### config.mk
export PLATFORM = sky130hd
export DESIGN_NAME = fornecedor_instrucoes_flat
export DESIGN_NICKNAME = d
export VERILOG_FILES = /design/src/rtl/fornecedor_instrucoes_if.sv /design/src/rtl/fornecedor_instrucoes.sv /design/src/flat_wrapper.sv
export SDC_FILE = /design/constraint.sdc
export NUM_CORES = 1
export LEC_CHECK = 0
export CORE_ASPECT_RATIO = 0.75
export CORE_UTILIZATION = 50
export CTS_CLUSTER_DIAMETER = 30
export DETAILED_ROUTE_END_ITERATION = 10
export GPL_ROUTABILITY_DRIVEN = 0
export PLACE_DENSITY = 0.67
export SETUP_SLACK_MARGIN = 0.5
export SYNTH_ARGS = -nofsm -noshare
export SYNTH_HDL_FRONTEND = slang
export SYNTH_SLANG_ARGS = --single-unit
### constraint.sdc
create_clock -name clk -period 6.9 [get_ports clk]
set_input_delay 1.38 -clock clk [delete_from_list [all_inputs] [get_ports clk]]
set_output_delay 1.38 -clock clk [all_outputs]
set_load 0.01 [all_outputs]
### src/rtl/fornecedor_instrucoes_if.sv
// fornecedor_instrucoes_if: DIN/Run/Done bus between the instruction source and the processor
//   din  : instruction or immediate word (source -> processor)
//   run  : one-cycle issue strobe (source -> processor)
//   done : instruction-complete strobe (processor -> source)
interface fornecedor_instrucoes_if;
    logic [15:0] din;
    logic        run;
    logic        done;
    modport master (output din, output run, input done);
    modport slave  (input din, input run, output done);
endinterface

### src/rtl/fornecedor_instrucoes.sv
// fornecedor_instrucoes: program memory + PC that issues instructions to the multicycle processor
//   clk, rst            : clock, async active-high reset
//   start_i             : run program from address 0 (accepted in IDLE/HALT)
//   load_i/load_addr_i/load_data_i : program memory write (accepted in IDLE/HALT)
//   pc_o                : address of current instruction
//   busy_o/halted_o     : executing / stopped on sentinel or timeout
//   error_o             : sticky Done-timeout flag
//   bus (master)        : din/run out, done in
module fornecedor_instrucoes #(
    parameter int DEPTH   = 16,
    parameter int AW      = 4,
    parameter int TIMEOUT = 15
) (
    input  logic                     clk,
    input  logic                     rst,
    input  logic                     start_i,
    input  logic                     load_i,
    input  logic [AW-1:0]            load_addr_i,
    input  logic [15:0]              load_data_i,
    output logic [AW-1:0]            pc_o,
    output logic                     busy_o,
    output logic                     halted_o,
    output logic                     error_o,
    fornecedor_instrucoes_if.master  bus
);
    typedef enum logic [2:0] {IDLE, ISSUE, IMM, WAIT, HALT} state_t;
    localparam logic [15:0]   HALT_WORD = 16'hFFFF;
    localparam logic [AW-1:0] PC_ONE    = AW'(1);
    localparam logic [AW-1:0] PC_TWO    = AW'(2);
    logic [15:0]   mem_q [DEPTH];
    state_t        state_q, state_d;
    logic [AW-1:0] pc_q, pc_d;
    logic [7:0]    cnt_q, cnt_d;
    logic [15:0]   din_q, din_d;
    logic          run_q, run_d, busy_q, busy_d, halted_q, halted_d, error_q, error_d;
    logic [15:0]   cur_word, next_word, next_imm;
    logic          idle_or_halt, can_start, timeout;
    assign idle_or_halt = state_q == IDLE || state_q == HALT;
    assign can_start    = start_i && idle_or_halt;
    assign timeout      = !bus.done && (cnt_q + 8'd1 == 8'(TIMEOUT));
    assign cur_word     = mem_q[pc_q];
    // Outputs are registered, so they are computed from the next state and next PC.
    assign next_word    = mem_q[pc_d];
    assign next_imm     = mem_q[pc_d + PC_ONE];
    // Start wins over a simultaneous Load.
    always_ff @(posedge clk)
        if (load_i && idle_or_halt && !start_i)
            mem_q[load_addr_i] <= load_data_i;
    always_ff @(posedge clk or posedge rst)
        if (rst) begin
            state_q  <= IDLE;
            pc_q     <= '0;
            cnt_q    <= '0;
            din_q    <= '0;
            run_q    <= 1'b0;
            busy_q   <= 1'b0;
            halted_q <= 1'b0;
            error_q  <= 1'b0;
        end else begin
            state_q  <= state_d;
            pc_q     <= pc_d;
            cnt_q    <= cnt_d;
            din_q    <= din_d;
            run_q    <= run_d;
            busy_q   <= busy_d;
            halted_q <= halted_d;
            error_q  <= error_d;
        end
    always_comb begin
        state_d = state_q;
        pc_d    = pc_q;
        cnt_d   = cnt_q;
        case (state_q)
            IDLE, HALT:
                if (start_i) begin
                    state_d = ISSUE;
                    pc_d    = '0;
                end
            ISSUE: begin
                // Done during the issue cycle belongs to no instruction and is ignored.
                cnt_d   = '0;
                state_d = cur_word == HALT_WORD ? HALT : cur_word[8:6] == 3'b001 ? IMM : WAIT;
            end
            IMM, WAIT:
                if (bus.done) begin
                    state_d = ISSUE;
                    pc_d    = pc_q + (state_q == IMM ? PC_TWO : PC_ONE);
                    cnt_d   = '0;
                end else if (timeout)
                    state_d = HALT;
                else
                    cnt_d = cnt_q + 8'd1;
            default: state_d = IDLE;
        endcase
    end
    always_comb begin
        run_d    = state_d == ISSUE && next_word != HALT_WORD;
        din_d    = state_d == ISSUE ? next_word : state_d == IMM ? next_imm : state_d == WAIT ? din_q : 16'h0;
        busy_d   = state_d == ISSUE || state_d == IMM || state_d == WAIT;
        halted_d = state_d == HALT;
        error_d  = can_start ? 1'b0 : (state_q == IMM || state_q == WAIT) && timeout ? 1'b1 : error_q;
    end
    assign bus.din  = din_q;
    assign bus.run  = run_q;
    assign pc_o     = pc_q;
    assign busy_o   = busy_q;
    assign halted_o = halted_q;
    assign error_o  = error_q;
endmodule
### src/flat_wrapper.sv
// flat-port wrapper written by rule: the top's interface ports become plain ports
module fornecedor_instrucoes_flat 
#(
    parameter int DEPTH   = 16,
    parameter int AW      = 4,
    parameter int TIMEOUT = 15
)
  (clk, rst, start_i, load_i, load_addr_i, load_data_i, pc_o, busy_o, halted_o, error_o, bus_din, bus_run, bus_done);
  fornecedor_instrucoes_if bus_i ();
  input  logic clk;
  input  logic rst;
  input  logic start_i;
  input  logic load_i;
  input  logic [AW-1:0] load_addr_i;
  input  logic [15:0] load_data_i;
  output logic [AW-1:0] pc_o;
  output logic busy_o;
  output logic halted_o;
  output logic error_o;
  output wire logic [$bits(bus_i.din)-1:0] bus_din;
  output wire logic [$bits(bus_i.run)-1:0] bus_run;
  input wire logic [$bits(bus_i.done)-1:0] bus_done;
  assign bus_din = bus_i.din;
  assign bus_run = bus_i.run;
  assign bus_i.done = bus_done;
  fornecedor_instrucoes #(.DEPTH(DEPTH), .AW(AW), .TIMEOUT(TIMEOUT)) u_core (.clk(clk), .rst(rst), .start_i(start_i), .load_i(load_i), .load_addr_i(load_addr_i), .load_data_i(load_data_i), .pc_o(pc_o), .busy_o(busy_o), .halted_o(halted_o), .error_o(error_o), .bus(bus_i));
endmodule
# --- Word level (Yosys, flattened, before mapping) ---
# Memory sizes are Yosys's and may differ from the RTL's.
# Index checks and enable logic that the tools add are counted.
totals:
  ff_bits: 35
  ram_bits: 256
  mem_count: 1
memory_table:
  columns: ["name", "words", "word_bits", "rd", "rd_ports_with_merged_regs", "write_ports", "line", "source"]
  rows:
  - ["u_core.mem_q", 16, 16, 3, 0, 1, "fornecedor_instrucoes.sv:30", "logic [15:0] mem_q [DEPTH];"]
classes:
  n_addsub: 3
  n_eq_ne: 14
  mux: 20
  n_reduce_logical: 18
op_table:
  columns: ["operator", "n"]
  rows:
  - ["two-way mux 16 bit", 3]
  - ["== test 16 bit (second input constant)", 1]
  - ["two-way mux 8 bit", 2]
  - ["!= test 16 bit (second input constant)", 1]
  - ["one-hot mux 8 bit (2 select lines)", 1]
  - ["== test 3 x 2 -> 1 bit (second input constant)", 4]
  - ["two-way mux 3 bit", 4]
  - ["== test 3 x 1 -> 1 bit (second input constant)", 3]
  - ["one-hot mux 3 bit (3 select lines)", 1]
  - ["adder 8 x 1 -> 8 bit (second input constant)", 1]
  - ["== test 8 x 4 -> 1 bit (second input constant)", 1]
  - ["two-way mux 4 bit", 2]
  - ["one-hot mux 4 bit (2 select lines)", 1]
  - ["== test 3 bit (second input constant)", 2]
  - ["logical AND 1 bit", 6]
  - ["two-way mux 1 bit", 5]
  - ["adder 4 x 1 -> 4 bit (second input constant)", 1]
  - ["adder 4 bit", 1]
  - ["logical OR 1 bit", 4]
  - ["nonzero test 2 bit", 2]
  - ["OR reduction 2 bit", 2]
  - ["zero test 3 bit", 1]
  - ["!= test 3 x 1 -> 1 bit (second input constant)", 1]
  - ["!= test 3 bit (second input constant)", 1]
  - ["3 further kinds", 4]

# --- Logic depth before layout (Yosys ltp) ---
logic_depth:
  ltp_word: 10
  ltp_mapped: 18

# --- Least setup slack after synthesis ---
# No wires, ideal clock.
synth_timing:
  path_kind: "input to register"
  from: "input start_i"
  to: "register u_core.din_q[4], in the netlist u_core.bus.din[4]"
  setup_ns: 0.121
  arrival_ns: 4.622
  slack_ns: 2.157
  stages: 14
  cell_sequence: "or3b_1 > buf_2 > a31oi_4 > buf_6 > inv_1 > buf_2 > buf_2 > ha_1 > buf_1 > clkbuf_1 > mux4_2 > mux4_2 > o21ba_1 > o22a_1"
synth_via:
  elab_chain_len: 6
  word_cells_on_any_way: 12
synth_lines:
  columns: ["item", "line", "source"]
  rows:
  - ["start, declared", "flat_wrapper.sv:12", "input logic start_i;"]
  - ["two-way mux 4 bit *", "fornecedor_instrucoes.sv:75", "if (start_i) begin"]
  - ["one-hot mux 4 bit (2 select lines) *", "fornecedor_instrucoes.sv:73", "case (state_q)"]
  - ["named net u_core.pc_d[1]", "fornecedor_instrucoes.sv:32", "logic [AW-1:0] pc_q, pc_d;"]
  - ["adder 4 x 1 -> 4 bit", "fornecedor_instrucoes.sv:44", "assign next_imm = mem_q[pc_d + PC_ONE];"]
  - ["memory read (16 x 16 bit) *", null, null]
  - ["two-way mux 16 bit", "fornecedor_instrucoes.sv:98", "din_d = state_d == ISSUE ? next_word : state_d == IMM ? next_imm : state_d == WAIT ? din_q : 16'h0;"]
  - ["two-way mux 16 bit *", "fornecedor_instrucoes.sv:98", null]
  - ["end signal, assigned", "fornecedor_instrucoes.sv:63", "din_q <= din_d;"]
  - ["end, declared", "fornecedor_instrucoes.sv:34", "logic [15:0] din_q, din_d;"]
# The timed path passes the listed nets; every way through them passes the cells marked *.
# A chain may end at the register's enable or synchronous reset.

# --- Worst setup path in the final report ---
layout_timing:
  from: "input bus_done"
  to: "register u_core.din_q[0], in the netlist u_core.bus.din[0]"
layout_via:
  elab_chain_len: 8
  word_cells_on_any_way: 15
layout_lines:
  columns: ["item", "line", "source"]
  rows:
  - ["start, declared", "flat_wrapper.sv:22", "input wire logic [$bits(bus_i.done)-1:0] bus_done;"]
  - ["parallel branches: the longest is 8 deep, another holds memory read (16 x 16 bit)", null, null]
# Parallel ways; which one is timed is not known.

==> flow_metrics.py <==
metrics = {
    "status": {
        "outcome": "completed",
    },
    "layout": {
        "drive_gt1_share_pct": 22.3,
        "syn2layout_area_growth_pct": 16.2,
        "num_antenna_cells": 0,
        "fill_cells": 2335,
        "final_nets": 1257,
        "regArea_um2": 8570,
        "multi_input_area_um2": 6570,
    },
    "route": {
        "vias": 11583,
        "dr.pass1.iters": 5,
        "first_iter_violations": 1933,
        "ant_nets": 0,
        "route.detailed.drc": 0,
        "avgRoutedWirePerCell_um": 29.2,
        "wirelength_mm": 48.6,
        "via_per_inst": 6.96,
    },
    "sta": {
        "skew_ns": 0.0175,
        "hold_ws_ns": 0.495,
        "fmax_mhz": 195,
        "final.min_clock_period_ns": 5.14,
        "rsz0062_at_grt": "false",
        "finalSetupTns_ns": 0,
        "finalSetupViolCount": 0,
        "worst_pin_slew_ns": 1.28,
        "min_period_over_period_pct": 74.5,
        "hold_viol_final": 0,
        "timing.final.max_slew_violations": 0,
        "slew_headroom_pct": 14.4,
    },
    "synth": {
        "synth_top_area_share_pct": 49.3,
        "synth_top_cell_by_area": "edfxtp_1",
        "synth.net_count": 1204,
        "muxShareOfSynthArea_pct": 18.9,
        "ys_ff_latch": 291,
        "synth.yosys.seq_area_share_pct": 55.0,
        "synth_edf_count": 256,
        "synthArstFlopShare_pct": 12.0,
        "yosys.area_share.simple_pct": 12.3,
        "synthFlopType": "edfxtp_1",
        "synth_xor_area_share_pct": 0.377,
        "synth_warnings": 0,
        "synth_cell_types": 71,
        "synth.area.top_cells": "edfxtp_1 (49%), mux4_2 (14%), dfrtp_1 (5.6%)",
        "syn_area_per_cell_um2": 13.3,
        "synthAdderAreaFrac_pct": 0.530,
        "synth_top_family_by_area": "multiplexers",
        "synth_cells": 1173,
        "synth_area_um2": 15600,
        "synth_compound_area_share_pct": 9.53,
    },
    "power": {
        "p_leak_nw": 6.21,
        "clkPwrFrac_pct": 27.9,
        "intPower_mw": 5.37,
        "p_per_area_nw_per_um2": 486,
        "p_switching_mw": 3.43,
        "swShare_pct": 38.9,
        "vdd_drop_max_mv": 0.355,
        "power.share.sequential_pct": 24.5,
        "power_frac_comb_pct": 47.6,
    },
    "worst_setup_path": {
        "crit_path_top_delay_cell": "ha_2",
        "startpoint_type": "input pin",
        "arrival_ns": 5.58,
        "required_ns": 7.34,
        "crit_chain": "clkdlybuf4s50_1, nand3b_1, nand2_2, a21o_4, inv_2, ha_2, buf_12, mux4_2, mux4_2, o21ba_1, o22a_1",
        "critical_path_peak_fanout": 59,
        "cp-end-kind": "flop",
        "slowest_delay_ns": 0.80,
        "criticalPathCategory": "in -> reg",
        "rr_worst_depth": 10,
        "timing.critical_path.mode_cell": "mux4_2",
    },
    "floorplanning": {
        "die_area_um2": 31900,
        "die_h_um": 155,
        "core_area_um2": 30400,
        "start_util_pct": 51.2,
        "chipWidth_um": 206,
        "fp-row-count": 55,
        "ios": 49,
    },
    "grt": {
        "grt_pass1_wl_mm": 72.5,
        "antenna_found_initial": 0,
        "grt_pass1_vias": 11208,
        "overflow": 0,
        "grt_usage_pct": 31.3,
        "grt_max_degree": 111,
    },
    "placement": {
        "dp_hpwl_mm": 31.5,
        "io_buffers": 48,
    },
    "cts": {
        "cts_resized": 0,
        "root_buffer": "clkbuf_16",
        "cts_inserted_buffers": 49,
        "cts_tree": "done",
        "hold_buffers": 0,
        "htree_levels": 2,
        "post_cts_buffers": 0,
        "cts_sinks": 291,
        "clk-insertion-delay-late_ns": 0.57,
        "clock_path_buffers": 3,
        "cts.clk_slew.worst_paths_ns": 0.05,
    },
    "min_path": {
        "min_path_type": "reg -> reg",
        "worstHoldPathCells": 1,
    },
    "job": {
        "max-cap-violations": 0,
    },
}
## cell families (layout without fill, tap and decap cells)
family / Yosys count / count (layout)
XOR/XNOR: 5 / 5
buffers and inverters: 90 / 183
AND/OR/NAND/NOR: 406 / 406
multiplexers: 167 / 167
flip-flops: 291 / 291
AO/OA/AOI/OAI: 208 / 208
adder cells (fa/ha/maj): 6 / 6
## sequential cells by signal (all words and copies together) (netlist names)
name	flops
u_core.busy_o	1
u_core.error_o	1
u_core.pc_o	4
u_core.bus.run	1
u_core.halted_o	1
u_core.state_q	3
u_core.bus.din	16
u_core.mem_q	256
u_core.cnt_q	8
## cells in the final DEF, fill, tap and decap left out, drive strengths merged, types with 4 or more instances in the layout
cell type / instances
a211oi: 24
clkinvlp: 8
a31oi: 26
a21oi: 16
nand2b: 9
o211ai: 8
nand4: 30
a2bb2oi: 13
xnor2: 5
a221oi: 7
buf: 34
clkinv: 15
ha: 5
nor2: 65
nand2: 179
and2: 10
dfrtp: 35
nand3b: 5
inv: 24
mux2: 22
nor3: 11
nor2b: 14
and3: 4
o22ai: 11
edfxtp: 256
o21ai: 40
or2: 9
o221ai: 13
nand3: 46
mux4: 98
nor4: 9
clkbuf: 51
clkdlybuf4s50: 48
a311oi: 6
o21bai: 13
mux2i: 47
## synth_stat cells, drive strengths merged (4+ instances only)
cell and n:
a211oi 24, a21oi 16, a221oi 7, a2bb2oi 13, a311oi 6, a31oi 26, and2 10, and3 4
buf 55, clkbuf 25, dfrtp 35, edfxtp 256, ha 5, inv 10, mux2 22, mux2i 47
mux4 98, nand2 179, nand2b 9, nand3 46, nand3b 5, nand4 30, nor2 65, nor2b 14
nor3 11, nor4 9, o211ai 8, o21ai 40, o21bai 13, o221ai 13, o22ai 11, or2 9
xnor2 5
## critical path, delay by kind of cell
family	cells	cell delay (ns)
AOI/OAI and AO/OA	3	1.06
adders and majority gates	1	0.80
buffers and inverters	3	0.99
and+or+nand+nor	2	0.40
muxes	2	0.84
## final timing paths
kind / startpoint / to / slack (ns)
hold reg to reg: u_core.cnt_q[7] / u_core.cnt_q[7] / 0.49
min in group asynchronous: rst / u_core.bus.din[1] / 1.27
hold / removal: u_core.cnt_q[7] / u_core.cnt_q[7] / 0.49
setup / recovery: bus_done / u_core.bus.din[0] / 1.76
max in group asynchronous: rst / u_core.pc_o[2] / 5.24
setup reg to reg: u_core.pc_o[0] / u_core.bus.din[0] / 1.91
## per-stage QoR
| stage | instance area [um2] | setup WS (ns) | util [%] | total power, mW | std cells |
|---|---|---|---|---|---|
| 6_report | 18100 | 1.76 | 59.5 | 8.80 | 1665 |
| 3_5_place_dp | 16400 | 1.23 | 54.0 | 6.27 | 1574 |
| 3_3_place_gp | 16400 | 1.33 | 54.0 | 6.19 | 1574 |
| 5_1_grt | 18100 | 1.57 | 59.5 | 9.14 | 1665 |
| 4_1_cts | 18100 | 1.80 | 59.5 | 8.73 | 1665 |
| 2_1_floorplan | 15600 | 2.16 | - | 5.24 | 1173 |
## power by group through the flow
stage | Sequential [mW] | Clock (mW) | Combinational, mW
floorplan | 2.13 | 0 | 3.11
global placement | 2.19 | 0 | 4.00
detailed placement | 2.19 | 0 | 4.08
CTS | 2.16 | 2.47 | 4.10
global route | 2.17 | 2.55 | 4.42
finish | 2.16 | 2.45 | 4.19
## layer usage
metal  global-route usage, %  vias up  part of all wire (%)
li1                        -     4800                     -
met1                    46.0     5619                    39
met2                    42.8     1016                    42
met3                    11.2      148                    16
met4                    10.7        0                   3.4
met5                       0        -                     0
## area by class of cell
class / count / area share [%]
Inverter: 10 / 0.207
Clock inverter: 40 / 2.25
Clock buffer: 51 / 6.99
Sequential cell: 291 / 47.3
Multi-Input combinational cell: 792 / 36.3
Timing Repair Buffer: 82 / 4.20
Tap cell: 399 / 2.76
Note: power is estimated with default switching activity, not from simulation.
